==> config.mk <==
export PLATFORM = sky130hd
export DESIGN_NAME = bus_arbiter
export DESIGN_NICKNAME = d
export VERILOG_FILES = /design/src/rtl/bus_arbiter.sv
export SDC_FILE = /design/constraint.sdc
export NUM_CORES = 1
export LEC_CHECK = 0
export CAP_MARGIN = 15
export CORE_UTILIZATION = 41
export DETAILED_ROUTE_END_ITERATION = 16
export PLACE_DENSITY = 0.9
export SETUP_SLACK_MARGIN = 0.15
export SYNTH_ARGS = -nofsm -noshare
export SYNTH_HDL_FRONTEND = slang
export SYNTH_SLANG_ARGS = --single-unit
==> constraint.sdc <==
create_clock -name clk -period 1.9 [get_ports clk]
set_input_delay 0.38 -clock clk [delete_from_list [all_inputs] [get_ports clk]]
set_output_delay 0.38 -clock clk [all_outputs]
set_load 0.005 [all_outputs]
==> src/rtl/bus_arbiter.sv <==
// bus_arbiter: CPU/DMA round-robin bus arbiter; define BUS_ARBITER_HRAM_BYPASS_EN to let HRAM CPU accesses through dma_lock
module bus_arbiter #(
  parameter logic [15:0] HRAM_LO = 16'hFF80,
  parameter logic [15:0] HRAM_HI = 16'hFFFE
) (
  input  logic        clk,
  input  logic        rst,
  input  logic        cpu_req,
  input  logic        cpu_we,
  input  logic [15:0] cpu_addr,
  input  logic [7:0]  cpu_wdata,
  output logic        cpu_ack,
  output logic [7:0]  cpu_rdata,
  input  logic        dma_req,
  input  logic        dma_we,
  input  logic [15:0] dma_addr,
  input  logic [7:0]  dma_wdata,
  input  logic        dma_lock,
  output logic        dma_ack,
  output logic [7:0]  dma_rdata,
  output logic [15:0] bus_addr,
  output logic [7:0]  bus_wdata,
  output logic        bus_re,
  output logic        bus_we,
  input  logic [7:0]  bus_rdata,
  output logic        grant_dma,
  output logic [15:0] stall_cnt
);
  typedef enum logic {IDLE, XFER} state_t;
  state_t state;
  logic cpu_open, cpu_ok, dma_ok, pick_dma;
  if (HRAM_LO > HRAM_HI) begin : g_bad_window
    $error("bus_arbiter: HRAM_LO above HRAM_HI");
  end
`ifdef BUS_ARBITER_HRAM_BYPASS_EN
  assign cpu_open = !dma_lock || (cpu_addr >= HRAM_LO && cpu_addr <= HRAM_HI);
`else
  assign cpu_open = !dma_lock;
`endif
  assign cpu_ok = cpu_req && !cpu_ack && cpu_open;
  assign dma_ok = dma_req && !dma_ack;
  // grant_dma doubles as the round-robin pointer; a live DMA always beats a lock-bypassing CPU
  assign pick_dma = dma_ok && (!cpu_ok || dma_lock || !grant_dma);
  always_ff @(posedge clk) begin
    if (rst) begin
      state     <= IDLE;
      bus_re    <= 1'b0;
      bus_we    <= 1'b0;
      cpu_ack   <= 1'b0;
      dma_ack   <= 1'b0;
      bus_addr  <= 16'h0000;
      bus_wdata <= 8'h00;
      cpu_rdata <= 8'h00;
      dma_rdata <= 8'h00;
      grant_dma <= 1'b0;
      stall_cnt <= 16'h0000;
    end else begin
      cpu_ack <= 1'b0;
      dma_ack <= 1'b0;
      if (cpu_req && !cpu_ack && !(state == XFER && !grant_dma) && stall_cnt != 16'hFFFF)
        stall_cnt <= stall_cnt + 16'd1;
      if (state == IDLE) begin
        if (dma_ok || cpu_ok) begin
          state     <= XFER;
          grant_dma <= pick_dma;
          bus_addr  <= pick_dma ? dma_addr : cpu_addr;
          bus_wdata <= pick_dma ? dma_wdata : cpu_wdata;
          bus_we    <= pick_dma ? dma_we : cpu_we;
          bus_re    <= pick_dma ? !dma_we : !cpu_we;
        end
      end else begin
        state  <= IDLE;
        bus_re <= 1'b0;
        bus_we <= 1'b0;
        if (grant_dma) begin
          dma_ack   <= 1'b1;
          dma_rdata <= bus_rdata;
        end else begin
          cpu_ack   <= 1'b1;
          cpu_rdata <= bus_rdata;
        end
      end
    end
  end
endmodule
# Yosys cells after proc, flatten, opt, wreduce, memory -nomap -nowiden
# Index checks and enable logic that the tools add are counted.
[word_totals]
rom_bits = 0
output_inout_bits = 61
word_cells = 45
ramBits = 0
inputBits = 63
latch_bits = 0
ff_bits = 62
n_memories = 0
[op_classes]
shifts = 0
mul = 0
n_bitwise = 2
n_reduce_logical = 23
n_mux = 7
add_sub_neg = 1
eq_ne = 1
div = 0
n_lt_le_gt_ge = 0
[ops]
columns = ["cell", "n"]
rows = [
  ["$add 16x1->16 const B", 1],
  ["$mux 16", 1],
  ["$ne 16x16->1 const B", 1],
  ["$logic_not 1->1", 8],
  ["$mux 8", 1],
  ["$logic_and 1x1->1", 7],
  ["$reduce_and 2->1", 3],
  ["$mux 1", 5],
  ["$reduce_or 2->1", 2],
  ["$logic_or 1x1->1", 3],
  ["$not 1->1", 2],
]

# Depth between registers and ports, before layout
# Gate-level depths: netlist of the first run.
[logic_depth]
depth_word = 8
depth_mapped = 6
ltp_nobuf = 5

# Least setup slack after synthesis of the first run
# OpenSTA, ideal clock, no wires.
[synth_path]
path_type = "register -> register"
start = "register stall_cnt[0]"
end = "register stall_cnt[10]"
arrival_time_ns = 1.595
required_ns = 1.765
slack_ns = 0.170
setup_time_ns = 0.135
n_path_buf = 0
period_less_slack_ns = 1.730
path_stages_with_launch = 6
path_cell_list = "dfxtp_1 > ha_1 > nand3_1 > or4_4 > o311ai_0 > o41ai_1"
[synth_via]
elab_chain_cells = 2
[synth_lines]
columns = ["item", "line", "rtl"]
rows = [
  ["from (decl)", "27", "output logic [15:0] stall_cnt"],
  ["from (signal assigned)", "61", "stall_cnt <= stall_cnt + 16'd1;"],
  ["parallel branches: the longest is 2 deep, another holds $add 16x1->16", "-", ""],
]
# Parallel ways; which one is timed is not known.
# A chain may end at the register's enable or synchronous reset.

# Final worst setup path of the first run
[layout_path]
start = "register stall_cnt[1]"
end = "register stall_cnt[12]"
# The elaborated chain is that of the path after synthesis.

==> flow_metrics.tcl, run 1 <==
set metrics [dict create \
    grt_pass1_wl_um 12130 \
    vias 2924 \
    core_area_um2 6314 \
    row_count 29 \
    cts.clk_slew.worst_paths_ps 80 \
    min_path_type "flip-flop to flip-flop" \
    crit_chain "ha_4 > nand3_4 > or4_4 > or3_1 > a21oi_2" \
    worstSetupPathType "flip-flop to flip-flop" \
    min_path_cells 2 \
    n_fill_cell 478 \
    multi_input_area_um2 1381 \
    dp_slack_ps -320.5 \
    die_area_um2 6827 \
    die_y_um 82.63 \
    rsz0062_at_grt "true" \
    routed.top_layer "met4" \
    p_leak_uw 0.001677 \
    first_pass_iters 6 \
    ant_nets 0 \
    avgSynthCellArea_um2 8.796 \
    drive_above_1_share_pct 14.13 \
    clk_latency_ps 340 \
    io_buffers 123 \
    cts_sinks 62 \
    globalplace.congestion 0.8226 \
    hold_viol_final 0 \
    synth-async-reset-ratio_pct 0 \
    slew_headroom_pct 70.66 \
    fin_hold_ws_ps 460.7 \
    worst_pin_slew_ps 440.1 \
    overflow 0 \
    drc_errors 0 \
    min_period_ps 1728 \
    reg2reg_setup_slack_ps 170 \
    ys_seq_area_share_pct 46.57 \
    synth.distinct_cells 35 \
    ys_ff_latch 62 \
    first_iter_violations 201 \
    synthCells 303 \
    cap_violations 0 \
    fin_crit_sh_pct 90.95 \
    cp.arrival_ps 2000 \
    grt_pass1_vias 2779 \
    synth-main-ff-cell "dfxtp_1" \
    wl_met1_um 3112 \
    post_dp_cell_area_um2 4123 \
    cp-start-kind "flip-flop" \
    cts-root-buf "clkbuf_8" \
    wl_met2_um 4048 \
    antenna_found_initial 0 \
    clock.fmax_mhz 578.7 \
    syn_area_um2 2665 \
    setup_viol 0 \
    cts_tree "yes" \
    grt_max_degree 26 \
    wl_per_cell_um 14.87 \
    start_util_pct 42.21 \
    synth.net_count 367 \
    powerDensity_nw_per_um2 725.2 \
    drv_slew 0 \
    synth_edf_count 0 \
    register_area_um2 1249 \
    grt_usage_pct 23.50 \
    status "completed" \
    n_antenna_cell 0 \
    cp_max_fo 5 \
    skew_ps 7.384 \
    setup_slack_ps 172.0 \
    ys.warnings.count 0 \
    wl_um 7883 \
    cts_hold_buf 0 \
    numCtsBuffers 9 \
    hpwl_um 5573 \
    fin_area_um2 4487 \
    crit_slowest_cell "or4_4" \
    dr_wl_met3_um 588 \
    reg2regPathDepth 5 \
    nNetsFinal 512 \
    max_stage_delay_ps 560 \
    io_pins 124 \
    crit_path_end_kind "flip-flop" \
    ir_worst_vdd_v 0.0004514 \
    area_growth_pct 68.36 \
    required_ps 2170 \
    cts_buffer_depth 2 \
    htreeDepth 3 \
    fp.dieW_um 82.63 \
    via_per_inst 5.517 \
]
==> logic make-up (layout without fill, tap and decap cells) <==
family / after synthesis / in the layout / synth area share, %
AOI/OAI and AO/OA: 75 / 75 / 18.12
adders and majority gates: 1 / 1 / 0.4694
buffers and inverters: 24 / 174 / 4.037
DFF: 62 / 62 / 46.57
muxes: 26 / 26 / 9.812
and+or+nand+nor: 115 / 115 / 20.99
==> layout make-up <==
cell class | instances | area share (%)
flip-flops and latches | 62 | 27.83
well taps | 77 | 2.147
repair buffers | 154 | 34.50
clock buffers | 9 | 2.761
clock inverters | 7 | 1.645
multi-input cells | 217 | 30.79
inverters | 4 | 0.3346
==> path summary, 6_finish.rpt <==
kind                                   start       endpoint
worst max-delay path            stall_cnt[1]  stall_cnt[12]
worst min-delay path            cpu_rdata[0]   cpu_rdata[0]
worst max register to register  stall_cnt[1]  stall_cnt[12]
worst min register to register  cpu_rdata[0]   cpu_rdata[0]
==> stage by stage <==
step	util, %	setup TNS [ps]	std cells	total power (uW)
2_1_floorplan	-	0	303	1686
3_3_place_gp	65.30	-7192	507	2044
3_5_place_dp	65.30	-9139	507	2065
4_1_cts	70.11	0	528	3269
5_1_grt	71.07	0	530	3400
6_report	71.07	0	530	3254
==> state kept, by name, summed over array words and instances, names as in the netlist <==
signal,count
state,1
dma_ack,1
bus_re,1
grant_dma,1
bus_wdata,8
stall_cnt,16
bus_we,1
dma_rdata,8
bus_addr,16
cpu_ack,1
cpu_rdata,8
==> synthesized netlist by cell type, drive strengths merged (2+ instances only) <==
| cell | count | area, um2 |
|---|---|---|
| clkbuf | 11 | 41.29 |
| o311ai | 2 | 17.52 |
| nand3 | 13 | 65.06 |
| inv | 4 | 15.01 |
| nor2 | 32 | 120.1 |
| a21oi | 30 | 153.9 |
| dfxtp | 62 | 1241 |
| nand2b | 3 | 18.77 |
| or3 | 6 | 37.54 |
| buf | 9 | 51.30 |
| or4 | 6 | 48.80 |
| o41ai | 3 | 26.28 |
| nor2b | 3 | 18.77 |
| o21ai | 6 | 30.03 |
| nor4 | 2 | 12.51 |
| a211oi | 25 | 187.7 |
| nor3 | 2 | 10.01 |
| mux2i | 25 | 250.2 |
| nand4 | 6 | 37.54 |
| and3 | 4 | 25.02 |
| nand2 | 33 | 123.9 |
| o31ai | 6 | 45.04 |
==> power by group <==
| group | internal (uW) | switching [uW] |
|---|---|---|
| Clock | 609 | 546 |
| Combinational | 414 | 260 |
| Sequential | 1380 | 46.2 |
| Total | 2400 | 852 |
==> routing by layer <==
metal	vias up	GRT usage, %
li1	1398	-
met1	1376	26.22
met2	137	40.91
met3	13	6.374
met4	0	11.90
met5	-	0
==> repair_timing <==
| item | CTS | global route |
|---|---|---|
| pin swaps | 3 | 4 |
| buffers inserted | 3 | 2 |
| endpoints found under the setup margin | 31 | 11 |
| resized for setup | 7 | 12 |
| cloned | 2 | 0 |
==> critical path, delay by kind of cell (launching register included) <==
family | cells | cell delay [ps]
AO/OA/AOI/OAI | 1 | 150
adder cells (fa/ha/maj) | 1 | 160
flip-flops | 1 | 360
AND/OR/NAND/NOR | 3 | 990
==> placed cells by master, fill, tap and decap left out, types with 9 or more instances in the layout <==
master / Yosys / final
nand2_1: 33 / 33
mux2i_1: 25 / 25
clkdlybuf4s50_1: 0 / 121
buf_4: 0 / 24
clkbuf_8: 0 / 9
dfxtp_1: 62 / 56
a211oi_1: 25 / 24
nor2_1: 32 / 32
a21oi_1: 29 / 28
nand3_1: 13 / 12
Power figures use the tool's default switching activity.
==> run 2: changes to the inputs <==
Settings changed: CORE_MARGIN from default to 3.
==> run 2 against run 1 <==
Clock power is essentially flat. Highest routed layer unchanged. Total power fell by 0.45%. Critical path depth is the same.
==> flow_metrics.tcl, run 2 (synthesis gave the netlist of run 1 again) <==
set metrics [dict create \
    n_fill_cell 450 \
    htreeDepth 3 \
    reg_top3 "bus_addr: 16 flops, stall_cnt: 16 flops" \
    wl_per_cell_um 15.38 \
    required_ps 2170 \
    cts-root-buf "clkbuf_8" \
    min_path_type "input port to flip-flop" \
    overflow 0 \
    fp.dieW_um 86.63 \
    status "completed" \
    worstSetupPathType "flip-flop to flip-flop" \
    cp-start-kind "flip-flop" \
    grt_usage_pct 21.85 \
    via_per_inst 5.392 \
    cap_violations 0 \
    final_common_cell "clkdlybuf4s50_1" \
    drive_above_1_share_pct 15.45 \
    first_pass_iters 4 \
    hpwl_um 5880 \
    fin_setup_tns_ps 0 \
    numCtsBuffers 9 \
    start_util_pct 43.72 \
    drc_errors 0 \
    grt_max_degree 27 \
    setup_viol 0 \
    cts_hold_buf 0 \
    grt_pass1_vias 2796 \
    core_area_um2 6096 \
    crit_path_end_kind "flip-flop" \
    die_area_um2 7504 \
    io_buffers 123 \
    cts.clk_slew.worst_paths_ps 80 \
    globalplace.congestion 0.7959 \
    n_antenna_cell 0 \
    power_uw 3240 \
    drv_slew 0 \
    slew_headroom_pct 72.91 \
    cp_max_fo 6 \
    min_period_ps 1729 \
    worst_pin_slew_ps 401.1 \
    most-common-layout-cells "clkdlybuf4s50_1, dfxtp_1, nand2_1" \
    skew_ps 9.119 \
    ir_worst_vdd_v 0.0004449 \
    die_y_um 86.63 \
    area_growth_pct 68.54 \
    ant_nets 0 \
    crit_start "stall_cnt[1]" \
    cts_tree "yes" \
    hold_viol_final 0 \
    antenna_found_initial 0 \
    r2r-start "stall_cnt[1]" \
    grt_pass1_wl_um 12900 \
    cts_sinks 62 \
    clk_latency_ps 340 \
    multi_input_area_um2 1395 \
    wl_um 8123 \
    post_dp_cell_area_um2 4128 \
    register_area_um2 1252 \
    io_pins 124 \
    first_iter_violations 186 \
    vias 2847 \
    p_leak_uw 0.001678 \
    fin_area_um2 4492 \
    rsz0062_at_grt "true" \
    nNetsFinal 512 \
    cts_buffer_depth 2 \
    clock.fmax_mhz 578.3 \
    cp.arrival_ps 2000 \
    worstHoldStart "rst" \
    row_count 28 \
    powerDensity_nw_per_um2 721.2 \
    fin_crit_sh_pct 91.01 \
]
-- run 2: area by class of cell --
class                      instances  area share [%]
clock buffer                      10           2.841
clock inverter                     6           1.393
inverter                           4          0.3343
multi-input combinational        217           31.06
sequential                        62           27.88
tap                               75           2.089
timing repair buffer             154           34.40
-- run 2: final timing paths --
kind / to / slack, ps / cells past startpoint
worst max-delay path: stall_cnt[8] / 170 / 5
worst min-delay path: stall_cnt[0] / 430 / 2
worst max register to register: stall_cnt[8] / 170 / 5
worst min register to register: cpu_rdata[5] / 460 / 2
-- run 2: repair_timing --
| action | in CTS | in global routing |
|---|---|---|
| resized for setup | 7 | 21 |
| endpoints found under the setup margin | 29 | 38 |
| pin swaps | 2 | 6 |
| cloned | 2 | 0 |
| buffers inserted | 2 | 2 |
-- run 2: critical path, stage by stage, from the launching register on --
cell	delay (ps)
dfxtp_2	360
ha_4	150
nand3_2	90
or4_4	570
or3_4	350
a21oi_2	130
-- run 2: power by group --
group	switching (uW)	total, uW	internal, uW	leakage, uW
combinational	268	683	415	0.00108
clock	525	1130	601	0.0000883
sequential	51.4	1430	1380	0.000512
total	844	3240	2400	0.00168
-- run 2: per-layer routing --
| layer | global-route usage [%] | vias up | part of all wire [%] |
|---|---|---|---|
| met1 | 26.16 | 1325 | 41 |
| met2 | 35.40 | 113 | 49 |
| met4 | 10.34 | 0 | 1.7 |
| met5 | 0 | - | 0 |
| li1 | - | 1397 | - |
| met3 | 7.034 | 12 | 8.7 |
-- run 2: stage by stage --
step,hold slack [ps],util (%),cells,worst slack (ps)
5_1_grt,448.4,73.69,528,102.9
2_1_floorplan,452.7,-,303,169.8
4_1_cts,413.1,72.06,526,162.8
6_report,426.7,73.69,528,170.8
3_5_place_dp,448.0,67.71,506,-396.3
3_3_place_gp,443.6,67.71,506,-295.2
==> run 3: changes to the inputs <==
Settings changed: CORE_UTILIZATION 41 to 44, PLACE_DENSITY 0.9 to 0.95.
Clock period 1.9 ns to 2.2 ns, I/O delays scaled along.
==> run 3 against run 2 <==
Clock power grew 6%. Global-route usage grew 0.48 points. Total power shrank 8.5%.
==> flow_metrics.tcl, run 3 (synthesis gave the netlist of run 1 again) <==
set metrics [dict create \
    via_per_inst 5.521 \
    wl_per_cell_um 15.07 \
    start_util_pct 46.96 \
    reg_top3 "bus_addr: 16 flops, stall_cnt: 16 flops" \
    setup_viol 0 \
    cts_sinks 62 \
    final_common_cell "clkdlybuf4s50_1" \
    first_pass_iters 4 \
    io_pins 124 \
    powerDensity_nw_per_um2 682.8 \
    max_stage_delay_ps 580 \
    fin_crit_sh_pct 87.59 \
    area_growth_pct 62.86 \
    slew_headroom_pct 69.01 \
    vias 2838 \
    cts_tree "yes" \
    n_antenna_cell 0 \
    most-common-layout-cells "clkdlybuf4s50_1, dfxtp_1, nand2_1" \
    wl_um 7746 \
    first_iter_violations 94 \
    die_area_um2 7027 \
    min_path_type "flip-flop to flip-flop" \
    cp_num_buf_inv 0 \
    io_buffers 123 \
    crit_path_end_kind "flip-flop" \
    grt_pass1_vias 2720 \
    drv_slew 0 \
    rsz0062_at_grt "false" \
    cp_max_fo 6 \
    final_util_pct 76.48 \
    swShare_pct 23.80 \
    cap_violations 0 \
    worst_pin_slew_ps 464.8 \
    antenna_found_initial 0 \
    worstSetupPathType "flip-flop to flip-flop" \
    hpwl_um 5612 \
    p_int_uw 2258 \
    required_ps 2410 \
    globalplace.congestion 0.8316 \
    crit_chain "ha_1 > nand3_1 > or4_4 > o311ai_0 > o41ai_1" \
    clk_latency_ps 340 \
    min_period_ps 1927 \
    cts-root-buf "clkbuf_8" \
    drive_above_1_share_pct 9.502 \
    crit_slowest_cell "or4_4" \
    nNetsFinal 501 \
    ir_worst_vdd_v 0.0004883 \
    overflow 0 \
    dpl.cell_count 495 \
    cp.arrival_ps 2140 \
    grt_max_degree 49 \
    cts.clk_slew.worst_paths_ps 70 \
    instances_no_fill 514 \
    hold_viol_final 0 \
    skew_ps 8.345 \
    pwr-share-comb_pct 18.0 \
    clock.fmax_mhz 518.9 \
    fp.dieW_um 83.83 \
    core_area_um2 5675 \
    p_leak_uw 0.001617 \
    fin_area_um2 4340 \
    p_clk_share_pct 40.4 \
    cts_buffer_depth 2 \
    ant_nets 0 \
    post_dp_cell_area_um2 4064 \
    row_count 27 \
    grt_usage_pct 22.32 \
    numCtsBuffers 9 \
    htreeDepth 3 \
    cp-start-kind "flip-flop" \
    drc_errors 0 \
    cts_hold_buf 0 \
    fin_setup_tns_ps 0 \
    power_uw 2964 \
    die_y_um 83.83 \
    power_frac_seq_pct 41.6 \
    p_sw_uw 705.3 \
    critical_path.top_delay_family "simple AND/OR/NAND/NOR gates" \
    n_fill_cell 388 \
    status "completed" \
    grt_pass1_wl_um 12800 \
]
[run 3: cell count changes in the layout (fill, tap and decap cells not counted), sizes merged]
cell,previous run,this run
clkdlybuf4s50,120,122
buf,32,20
bufinv,1,3
dlygate4sd2,1,0
clkinv,2,3
dlymetal6s2s,1,0
clkinvlp,3,1
[run 3: metrics by stage]
step                worst slack (ps)  hold WS (ps)
global placement              -16.73         440.9
finish                         273.0         456.1
CTS                            188.3         455.5
detailed placement            -139.2         446.1
global route                   157.7         486.4
floorplan                      469.8         452.7
[run 3: timing repair]
action / in CTS / in global routing
gates resized for setup: 0 / 0
setup buffers: 0 / 2
endpoints found under the setup margin: 0 / 9
[run 3: worst register-to-register path, delay by kind of cell (launching register included)]
kind                       cells  cell delay [ps]
DFF                            1              420
adders and majority gates      1              220
AOI/OAI and AO/OA              2              430
and+or+nand+nor                2              730
[run 3: routing by layer]
metal | track usage, % | routed length [um] | up-vias | part of all wire, %
met3 | 6.910 | 611 | 20 | 7.9
met5 | 0 | 0 | - | 0
met4 | 10.67 | 214 | 0 | 2.8
met2 | 37.38 | 3793 | 127 | 49
met1 | 25.79 | 3127 | 1317 | 40
li1 | - | - | 1374 | -
[run 3: area by class of cell]
type / count / area, um2 / share of cell area (%)
Clock buffer: 9 / 123.9 / 2.854
Tap cell: 72 / 90.09 / 2.076
Inverter: 4 / 15.01 / 0.3459
Clock inverter: 7 / 112.6 / 2.594
Multi-Input combinational cell: 217 / 1339 / 30.84
Timing Repair Buffer: 143 / 1419 / 32.69
Sequential cell: 62 / 1241 / 28.60
[run 3: worst paths after layout]
| path | from | to | slack [ps] | cells past startpoint |
|---|---|---|---|---|
| setup / recovery | stall_cnt[1] | stall_cnt[10] | 270 | 5 |
| hold / removal | dma_rdata[5] | dma_rdata[5] | 460 | 2 |
| setup reg to reg | stall_cnt[1] | stall_cnt[10] | 270 | 5 |
| hold reg to reg | dma_rdata[5] | dma_rdata[5] | 460 | 2 |
[run 3: power groups by stage]
stage          Sequential (uW)  Combinational [uW]  Clock (uW)
2_1_floorplan             1260                 198           0
3_3_place_gp              1250                 504           0
3_5_place_dp              1260                 518           0
4_1_cts                   1230                 520        1210
5_1_grt                   1240                 584        1280
6_report                  1230                 534        1200
